## config.mk

```make
export PLATFORM = sky130hd
export DESIGN_NAME = qspi_psram_ctrl
export DESIGN_NICKNAME = d
export VERILOG_FILES = /design/src/rtl/qspi_psram_pkg.sv /design/src/rtl/qspi_psram_ctrl.sv
export SDC_FILE = /design/constraint.sdc
export NUM_CORES = 1
export LEC_CHECK = 0
export ABC_CLOCK_PERIOD_IN_PS = 4450
export CAP_MARGIN = 25
export CORE_MARGIN = 2
export CORE_UTILIZATION = 45
export DETAILED_ROUTE_END_ITERATION = 16
export DONT_BUFFER_PORTS = 1
export SYNTH_ARGS = -nofsm -noshare
export SYNTH_HDL_FRONTEND = slang
export SYNTH_SLANG_ARGS = --single-unit
```

## constraint.sdc

```tcl
create_clock -name clk -period 4.45 [get_ports clk]
set_clock_uncertainty 0.15 [all_clocks]
set_input_delay 0 -clock clk [delete_from_list [all_inputs] [get_ports clk]]
set_output_delay 0 -clock clk [all_outputs]
set_load 0.1 [all_outputs]
```

## src/rtl/qspi_psram_pkg.sv

```systemverilog
// Shared constants, state encoding and byte-order helpers for the QSPI PSRAM master.
package qspi_psram_pkg;

  localparam logic [7:0] CMD_READ  = 8'h0B;
  localparam logic [7:0] CMD_WRITE = 8'h02;

  localparam logic [1:0] SZ_1B = 2'd0;
  localparam logic [1:0] SZ_2B = 2'd1;
  localparam logic [1:0] SZ_4B = 2'd2;

  typedef enum logic [2:0] {
    IDLE,
    CMD,
    ADDR,
    DUMMY,
    RDATA,
    WDATA,
    DONE
  } state_t;

  // Index of the final data nibble; size 3 falls through to the 4-byte case.
  function automatic logic [3:0] last_nibble(input logic [1:0] size);
    case (size)
      SZ_1B:   return 4'd1;
      SZ_2B:   return 4'd3;
      default: return 4'd7;
    endcase
  endfunction

  function automatic logic [31:0] byte_swap(input logic [31:0] d);
    return {d[7:0], d[15:8], d[23:16], d[31:24]};
  endfunction

  // Received nibbles accumulate byte 0 first, so the low bytes of the shift
  // register hold the word in big-endian order and must be reversed.
  function automatic logic [31:0] rx_to_le(input logic [31:0] sr, input logic [1:0] size);
    case (size)
      SZ_1B:   return {24'd0, sr[7:0]};
      SZ_2B:   return {16'd0, sr[7:0], sr[15:8]};
      default: return byte_swap(sr);
    endcase
  endfunction

endpackage

```

## src/rtl/qspi_psram_ctrl.sv

```systemverilog
// Single-request QSPI master issuing fast-read (0x0B) and write (0x02) PSRAM
// transactions, one nibble per two clk cycles.
module qspi_psram_ctrl
  import qspi_psram_pkg::*;
#(
  parameter int DUMMY_NIBBLES = 4,
  parameter int ADDR_W        = 24
) (
  input  logic              clk,
  input  logic              rst,
  input  logic              req_valid,
  output logic              req_ready,
  input  logic              req_write,
  input  logic [1:0]        req_size,
  input  logic [ADDR_W-1:0] req_addr,
  input  logic [31:0]       req_wdata,
  output logic              rsp_valid,
  output logic [31:0]       rsp_rdata,
  output logic              spi_clk,
  output logic              spi_cs_n,
  output logic [3:0]        spi_data_out,
  output logic [3:0]        spi_data_oe,
  input  logic [3:0]        spi_data_in
);

  localparam logic [3:0] DUMMY_LAST = 4'(DUMMY_NIBBLES - 1);

  state_t      state_reg;
  logic [3:0]  nib_cnt_reg;
  logic [3:0]  last_nib_reg;
  logic        is_write_reg;
  logic [1:0]  size_reg;
  logic [31:0] wdata_reg;
  logic [31:0] shift_reg;
  logic [23:0] addr24;

  generate
    if (ADDR_W >= 24) begin : g_addr_trunc
      assign addr24 = req_addr[23:0];
    end else begin : g_addr_ext
      assign addr24 = {{(24 - ADDR_W){1'b0}}, req_addr};
    end
  endgenerate

  // spi_clk doubles as the phase flag: low phase updates data, high phase ends the nibble.
  always_ff @(posedge clk or posedge rst) begin
    if (rst) begin
      state_reg    <= IDLE;
      spi_cs_n     <= 1'b1;
      spi_clk      <= 1'b0;
      spi_data_oe  <= 4'h0;
      spi_data_out <= 4'h0;
      req_ready    <= 1'b1;
      rsp_valid    <= 1'b0;
      rsp_rdata    <= 32'd0;
      nib_cnt_reg  <= 4'd0;
      last_nib_reg <= 4'd0;
      is_write_reg <= 1'b0;
      size_reg     <= SZ_1B;
      wdata_reg    <= 32'd0;
      shift_reg    <= 32'd0;
    end else begin
      rsp_valid <= 1'b0;
      case (state_reg)
        IDLE: begin
          if (req_valid) begin
            is_write_reg <= req_write;
            size_reg     <= req_size;
            last_nib_reg <= last_nibble(req_size);
            wdata_reg    <= req_wdata;
            shift_reg    <= {(req_write ? CMD_WRITE : CMD_READ), addr24};
            spi_data_out <= req_write ? CMD_WRITE[7:4] : CMD_READ[7:4];
            spi_data_oe  <= 4'hF;
            spi_cs_n     <= 1'b0;
            spi_clk      <= 1'b0;
            nib_cnt_reg  <= 4'd0;
            req_ready    <= 1'b0;
            state_reg    <= CMD;
          end
        end

        CMD, ADDR, DUMMY, RDATA, WDATA: begin
          if (!spi_clk) begin
            spi_clk <= 1'b1;
            if (state_reg == RDATA) begin
              shift_reg <= {shift_reg[27:0], spi_data_in};
            end
          end else begin
            spi_clk     <= 1'b0;
            nib_cnt_reg <= nib_cnt_reg + 4'd1;
            case (state_reg)
              CMD: begin
                spi_data_out <= shift_reg[27:24];
                shift_reg    <= {shift_reg[27:0], 4'h0};
                if (nib_cnt_reg == 4'd1) begin
                  nib_cnt_reg <= 4'd0;
                  state_reg   <= ADDR;
                end
              end
              ADDR: begin
                if (nib_cnt_reg == 4'd5) begin
                  nib_cnt_reg <= 4'd0;
                  if (is_write_reg) begin
                    shift_reg    <= byte_swap(wdata_reg);
                    spi_data_out <= wdata_reg[7:4];
                    state_reg    <= WDATA;
                  end else begin
                    shift_reg    <= 32'd0;
                    spi_data_out <= 4'h0;
                    spi_data_oe  <= 4'h0;
                    state_reg    <= (DUMMY_NIBBLES == 0) ? RDATA : DUMMY;
                  end
                end else begin
                  spi_data_out <= shift_reg[27:24];
                  shift_reg    <= {shift_reg[27:0], 4'h0};
                end
              end
              DUMMY: begin
                if (nib_cnt_reg == DUMMY_LAST) begin
                  nib_cnt_reg <= 4'd0;
                  state_reg   <= RDATA;
                end
              end
              RDATA: begin
                if (nib_cnt_reg == last_nib_reg) begin
                  rsp_rdata <= rx_to_le(shift_reg, size_reg);
                  rsp_valid <= 1'b1;
                  spi_cs_n  <= 1'b1;
                  state_reg <= DONE;
                end
              end
              WDATA: begin
                if (nib_cnt_reg == last_nib_reg) begin
                  spi_data_out <= 4'h0;
                  spi_data_oe  <= 4'h0;
                  rsp_valid    <= 1'b1;
                  spi_cs_n     <= 1'b1;
                  state_reg    <= DONE;
                end else begin
                  spi_data_out <= shift_reg[27:24];
                  shift_reg    <= {shift_reg[27:0], 4'h0};
                end
              end
              default: state_reg <= IDLE;
            endcase
          end
        end

        DONE: begin
          req_ready <= 1'b1;
          state_reg <= IDLE;
        end

        default: begin
          state_reg <= IDLE;
          spi_cs_n  <= 1'b1;
          req_ready <= 1'b1;
        end
      endcase
    end
  end

endmodule

```

# After elaboration in Yosys (flattened, before gate mapping)
# Cells that the tools add are included.
[classes]
div_mod_pow = 0
n_lt_le_gt_ge = 0
eq_ne = 27
shift = 0
bitwise_logic = 2
n_mul = 0
addsub = 1
muxes = 52
reduce_logical = 16
[op_table]
columns = ["op", "n"]
rows = [
  ["2-to-1 mux 32 bit", 6],
  ["one-hot mux 32 bit (2 select lines)", 2],
  ["one-hot mux 32 bit (3 select lines)", 1],
  ["2-to-1 mux 4 bit", 15],
  ["one-hot mux 4 bit (2 select lines)", 4],
  ["!= test 3 bit, second input constant", 8],
  ["one-hot mux 4 bit (3 select lines)", 2],
  ["2-to-1 mux 3 bit", 7],
  ["one-hot mux 3 bit (2 select lines)", 2],
  ["one-hot mux 3 bit (4 select lines)", 1],
  ["AND reduction 5 bit", 2],
  ["== test 3 bit, second input constant", 3],
  ["2-to-1 mux 1 bit", 9],
  ["!= test 2 bit, second input constant", 4],
  ["!= test 4 bit, second input constant", 2],
  ["AND reduction 4 bit", 2],
  ["AND reduction 7 bit", 1],
  ["== test 3 x 2 -> 1 bit, second input constant", 2],
  ["AND reduction 2 bit", 3],
  ["AND reduction 6 bit", 1],
  ["!= test 5 bit, second input constant", 1],
  ["OR reduction 5 bit", 1],
  ["adder 4 x 1 -> 4 bit, second input constant", 1],
  ["== test 2 x 1 -> 1 bit, second input constant", 2],
  ["13 further kinds", 16],
]
[totals]
out_inout_bits = 44
reg_bits = 122
wordCells = 112
in_bits = 66
mem_count = 0
latchBits = 0
ramBits = 0
rom_bits = 0

# Logic depth before layout (Yosys ltp)
[depth]
word_depth = 5
ltp_mapped = 9
mapped_depth_nobuf = 7

# Worst setup path after synthesis
# OpenSTA, ideal clock, no wires.
[synth_timing]
path_type = "register to register"
startpoint = "register spi_clk"
endpoint = "register shift_reg[0]"
setup_ns = 0.125
required_time_ns = 4.175
path_stages_with_launch = 7
arrival_ns = 2.386
synth_period_minus_slack_ns = 2.661
path_buffers = 2
slack_ns = 1.789
cell_sequence = "dfrtp_1 -> buf_2 -> inv_1 -> or3_1 -> a22oi_4 -> buf_6 -> mux2_4"
[synth_between]
elab_chain_cells = 2
elab_cells_between_ends = 6
cone_classes = "eq/ne: 3; mux: 2; reduce/logical: 1"
[synth_rtl]
columns = ["element", "line", "text"]
rows = [
  ["from (decl)", "qspi_psram_ctrl.sv:19", "output logic spi_clk,"],
  ["from (signal assigned)", "qspi_psram_ctrl.sv:50", "spi_clk <= 1'b0;"],
  ["from (signal assigned)", "qspi_psram_ctrl.sv:75", "spi_clk <= 1'b0;"],
  ["from (signal assigned)", "qspi_psram_ctrl.sv:84", "spi_clk <= 1'b1;"],
  ["!= test 5 bit (no source line), or another cell as far along", "n/a", ""],
  ["AND reduction 5 bit (no source line) or one-hot mux 32 bit (2 select lines) (tied branches)", "n/a", ""],
  ["to (signal assigned)", "qspi_psram_ctrl.sv:71", "shift_reg <= {(req_write ? CMD_WRITE : CMD_READ), addr24};"],
  ["to (signal assigned)", "qspi_psram_ctrl.sv:86", "shift_reg <= {shift_reg[27:0], spi_data_in};"],
  ["to (signal assigned)", "qspi_psram_ctrl.sv:94", "shift_reg <= {shift_reg[27:0], 4'h0};"],
  ["to (decl)", "qspi_psram_ctrl.sv:34", "logic [31:0] shift_reg;"],
]
# Several ways; a longest one is shown, not always the timed one.
# A chain may end at the register's enable or synchronous reset.

# Worst setup path in the final report
[layout_timing]
startpoint = "register state_reg[1]"
endpoint = "register shift_reg[3]"
[layout_between]
elab_chain_cells = 4
elab_cells_between_ends = 16
cone_classes = "eq/ne: 9; mux: 3; reduce/logical: 4"
[layout_rtl]
columns = ["element", "line", "text"]
rows = [
  ["from (decl)", "qspi_psram_ctrl.sv:28", "state_t state_reg;"],
  ["from (signal assigned)", "qspi_psram_ctrl.sv:111", "state_reg <= (DUMMY_NIBBLES == 0) ? RDATA : DUMMY;"],
  ["== test 3 bit, or another cell as far along", "qspi_psram_ctrl.sv:64, qspi_psram_ctrl.sv:85", ""],
  ["OR reduction 5 bit or one-hot mux 32 bit (3 select lines) (tied branches)", "qspi_psram_ctrl.sv:64, qspi_psram_ctrl.sv:91", ""],
  ["!= test 5 bit (no source line), or another cell as far along", "n/a", ""],
  ["AND reduction 5 bit (no source line) or one-hot mux 32 bit (2 select lines) (tied branches)", "n/a", ""],
]
# Several ways; a longest one is shown, not always the timed one.

==> summary.json <==
{
  "layout-drive-gt1-share_pct": 19.6,
  "tritoncts.num_buffers": 17,
  "grt_start_max_net_pins": 76,
  "finish.instance_area_um2": 7350,
  "setup_violations": 0,
  "cp.arrival_ns": 3.61,
  "drt_pre_antenna_iters": 5,
  "cts_hold_repair_buffers": 65,
  "worst_r2r_path_depth": 5,
  "rsz_0062_raised_after_global_routing": "false",
  "routabilityCongestion": 0.850,
  "vias": 4346,
  "post-synth-top-area-cell": "sky130_fd_sc_hd__dfrtp_1",
  "top_cell_type_s_share_of_synthesized_area_pct": 49.7,
  "place_area_um2": 5950,
  "clock_path_buffers": 2,
  "ys_seq_area_share_pct": 50.6,
  "endpoint_class_of_the_critical_path": "flip-flop",
  "drt-total-wl_um": 14400,
  "clockRootBuffer": "sky130_fd_sc_hd__clkbuf_16",
  "htreeDepth": 4,
  "final.period_utilization_pct": 76.4,
  "floorplan.die_area_um2": 13900,
  "p_leak_uw": 0.00329,
  "clock_sinks": 118,
  "std_cell_rows": 41,
  "post-cts-setup-buffer-count": 0,
  "nets_finish": 673,
  "final-max-slew-violation-count": 0,
  "hold_violations": 0,
  "async_reset_ff_share_pct": 100,
  "coreArea_um2": 12700,
  "setup.worst_path.start_class": "flip-flop",
  "hold-path-cell-count": 2,
  "ys_seq_elements": 118,
  "worst_skew_pair.late_latency_ns": 0.42,
  "area_delta_synth_final_pct": 25.8,
  "grt_pass1_wl_um": 23600,
  "tritoncts": "done",
  "synthMostInstantiatedCell": "sky130_fd_sc_hd__dfrtp_1",
  "number_of_cells_after_detailed_placement": 691,
  "worst_setup_hold_path_clk_slew_ns": 0.06,
  "timing_worst_setup_path_type": "flip-flop to flip-flop",
  "vias_per_cell": 5.50,
  "port_buffers": 0,
  "ys_dominant_reg_cell": "sky130_fd_sc_hd__dfrtp_1",
  "syn_area_um2": 5850,
  "worst_slew_pin_slew_ns": 1.03,
  "antenna-diode-count": 0,
  "ant_nets": 0,
  "synth-edff-count": 0,
  "first_global_vias": 4384,
  "synth.yosys.warnings": 0,
  "powerDensity_nw_per_um2": 944,
  "post-layout-total-power_uw": 6940,
  "netlist_top_cells_area": "sky130_fd_sc_hd__dfrtp_1 50%, sky130_fd_sc_hd__mux2_4 7.7%, sky130_fd_sc_hd__mux2_2 7.1%",
  "synthesis.area_per_instance_um2": 10.6,
  "peakVddDrop_mv": 0.471,
  "hp-class": "primary input to flip-flop",
  "synth.cells.most_frequent": "116 x sky130_fd_sc_hd__dfrtp_1, 103 x sky130_fd_sc_hd__nand2_1, 46 x sky130_fd_sc_hd__o21ai_0, 37 x sky130_fd_sc_hd__mux2_2, 30 x sky130_fd_sc_hd__mux2_4",
  "yosys.cell_types.count": 47,
  "first_iter_violations": 335,
  "wl_cell_um": 18.3,
  "floorplan.io_pins": 110,
  "width_of_the_chip_um": 118,
  "worst-endpoint-required_ns": 4.66,
  "grt.overflow.total": 0,
  "finish.cell_count_without_fillers": 790,
  "place_hpwl_um": 9870,
  "global_route.usage.total_pct": 21.6,
  "maxCapViolations": 0,
  "maxClockFrequency_ghz": 0.294,
  "chipHeight_um": 118,
  "initial_core_util_pct": 46.1,
  "slew-limit-headroom_pct": 31.6,
  "run_status": "completed",
  "synth_fp_nets": 619,
  "crit_path_max_fanout": 27,
  "post_cts_resized": 0,
  "post_synthesis_cell_count": 551,
  "initial_antenna_violation_count": 0,
  "drc": 0,
  "totalNegativeSetupSlack_ns": 0,
  "fin_crit_ns": 3.40
}
-- stage by stage --
| step | utilization [%] | hold slack [ns] | setup WS (ns) |
|---|---|---|---|
| 2_1_floorplan | - | -0.0202 | 1.17 |
| 5_1_grt | 58.0 | 0.108 | 0.817 |
| 6_report | 58.0 | 0.114 | 1.05 |
| 3_5_place_dp | 47.0 | -0.0111 | 1.40 |
| 4_1_cts | 57.7 | 0.0933 | 1.06 |
| 3_3_place_gp | 46.7 | -0.0113 | 1.49 |
-- routing by layer --
layer / global-route usage (%) / up-vias / part of all wire, %
li1: - / 2074 / -
met1: 29.0 / 2101 / 44
met2: 33.7 / 149 / 47
met3: 6.30 / 22 / 7.1
met4: 7.30 / 0 / 1.7
met5: 0 / - / 0
-- final cells by class --
class,instances,area (um2)
clock inverters,11,243
flip-flops and latches,118,2960
inverters,10,40.0
repair buffers,77,781
fillers,1065,5320
clock buffers,21,470
well taps,172,215
multi-input cells,381,2650
-- layout by cell type, fill, tap and decap left out, types with 2 or more instances in the layout --
cell type / instances
sky130_fd_sc_hd__bufinv_16: 7
sky130_fd_sc_hd__nand3_1: 5
sky130_fd_sc_hd__o31ai_1: 3
sky130_fd_sc_hd__a221o_1: 6
sky130_fd_sc_hd__mux2_2: 37
sky130_fd_sc_hd__nor2_1: 24
sky130_fd_sc_hd__nand2b_1: 3
sky130_fd_sc_hd__xor2_1: 4
sky130_fd_sc_hd__clkbuf_16: 17
sky130_fd_sc_hd__buf_16: 2
sky130_fd_sc_hd__nor3_1: 2
sky130_fd_sc_hd__clkinvlp_4: 2
sky130_fd_sc_hd__a22o_1: 2
sky130_fd_sc_hd__dlygate4sd3_1: 66
sky130_fd_sc_hd__o21ai_0: 46
sky130_fd_sc_hd__o21bai_1: 2
sky130_fd_sc_hd__a21boi_0: 2
sky130_fd_sc_hd__and3_1: 17
sky130_fd_sc_hd__clkbuf_8: 3
sky130_fd_sc_hd__nand2_1: 103
sky130_fd_sc_hd__inv_1: 9
sky130_fd_sc_hd__or2_2: 2
sky130_fd_sc_hd__a21oi_1: 27
sky130_fd_sc_hd__dfstp_2: 2
sky130_fd_sc_hd__ha_1: 2
sky130_fd_sc_hd__a32oi_1: 21
sky130_fd_sc_hd__mux2_4: 30
sky130_fd_sc_hd__o211ai_1: 2
sky130_fd_sc_hd__dfrtp_1: 115
sky130_fd_sc_hd__a2bb2oi_1: 5
sky130_fd_sc_hd__buf_4: 8
sky130_fd_sc_hd__mux2i_1: 10
sky130_fd_sc_hd__a211oi_1: 4
sky130_fd_sc_hd__and2_1: 2
sky130_fd_sc_hd__or3_1: 3
-- cell families (layout without fill, tap and decap cells) --
logic type / after synthesis / in the layout / synth area share [%]
and+or+nand+nor: 169 / 169 / 13.0
muxes: 77 / 77 / 16.5
DFF: 118 / 118 / 50.6
xor gates and xnor gates: 4 / 4 / 0.599
buffers and inverters: 52 / 119 / 4.34
adders and majority gates: 2 / 2 / 0.428
AOI/OAI and AO/OA: 129 / 129 / 14.5
-- where the power goes --
part | internal [uW] | switching (uW) | leakage [uW]
Clock | 1150 | 487 | 0.000340
Sequential | 1540 | 1390 | 0.00147
Combinational | 1250 | 1130 | 0.00148
Total | 3940 | 3000 | 0.00329
-- path summary, 6_finish.rpt --
check	from	to	slack, ns
worst max-delay path	state_reg[1]	shift_reg[3]	1.05
worst min-delay path	req_wdata[15]	wdata_reg[15]	0.11
worst max register to register	state_reg[1]	shift_reg[3]	1.05
worst min register to register	wdata_reg[16]	wdata_reg[16]	0.36
max in group asynchronous	rst	wdata_reg[19]	2.71
min in group asynchronous	rst	rsp_rdata[7]	0.33
-- critical path, cell delays in order (launching register included) --
cell and delay, ns:
sky130_fd_sc_hd__dfrtp_1 0.84, sky130_fd_sc_hd__and4bb_2 0.48, sky130_fd_sc_hd__and3_1 0.86, sky130_fd_sc_hd__a221o_1 0.29, sky130_fd_sc_hd__dlygate4sd3_1 0.57, sky130_fd_sc_hd__mux2_4 0.15
Note: power is estimated with default switching activity, not from simulation.
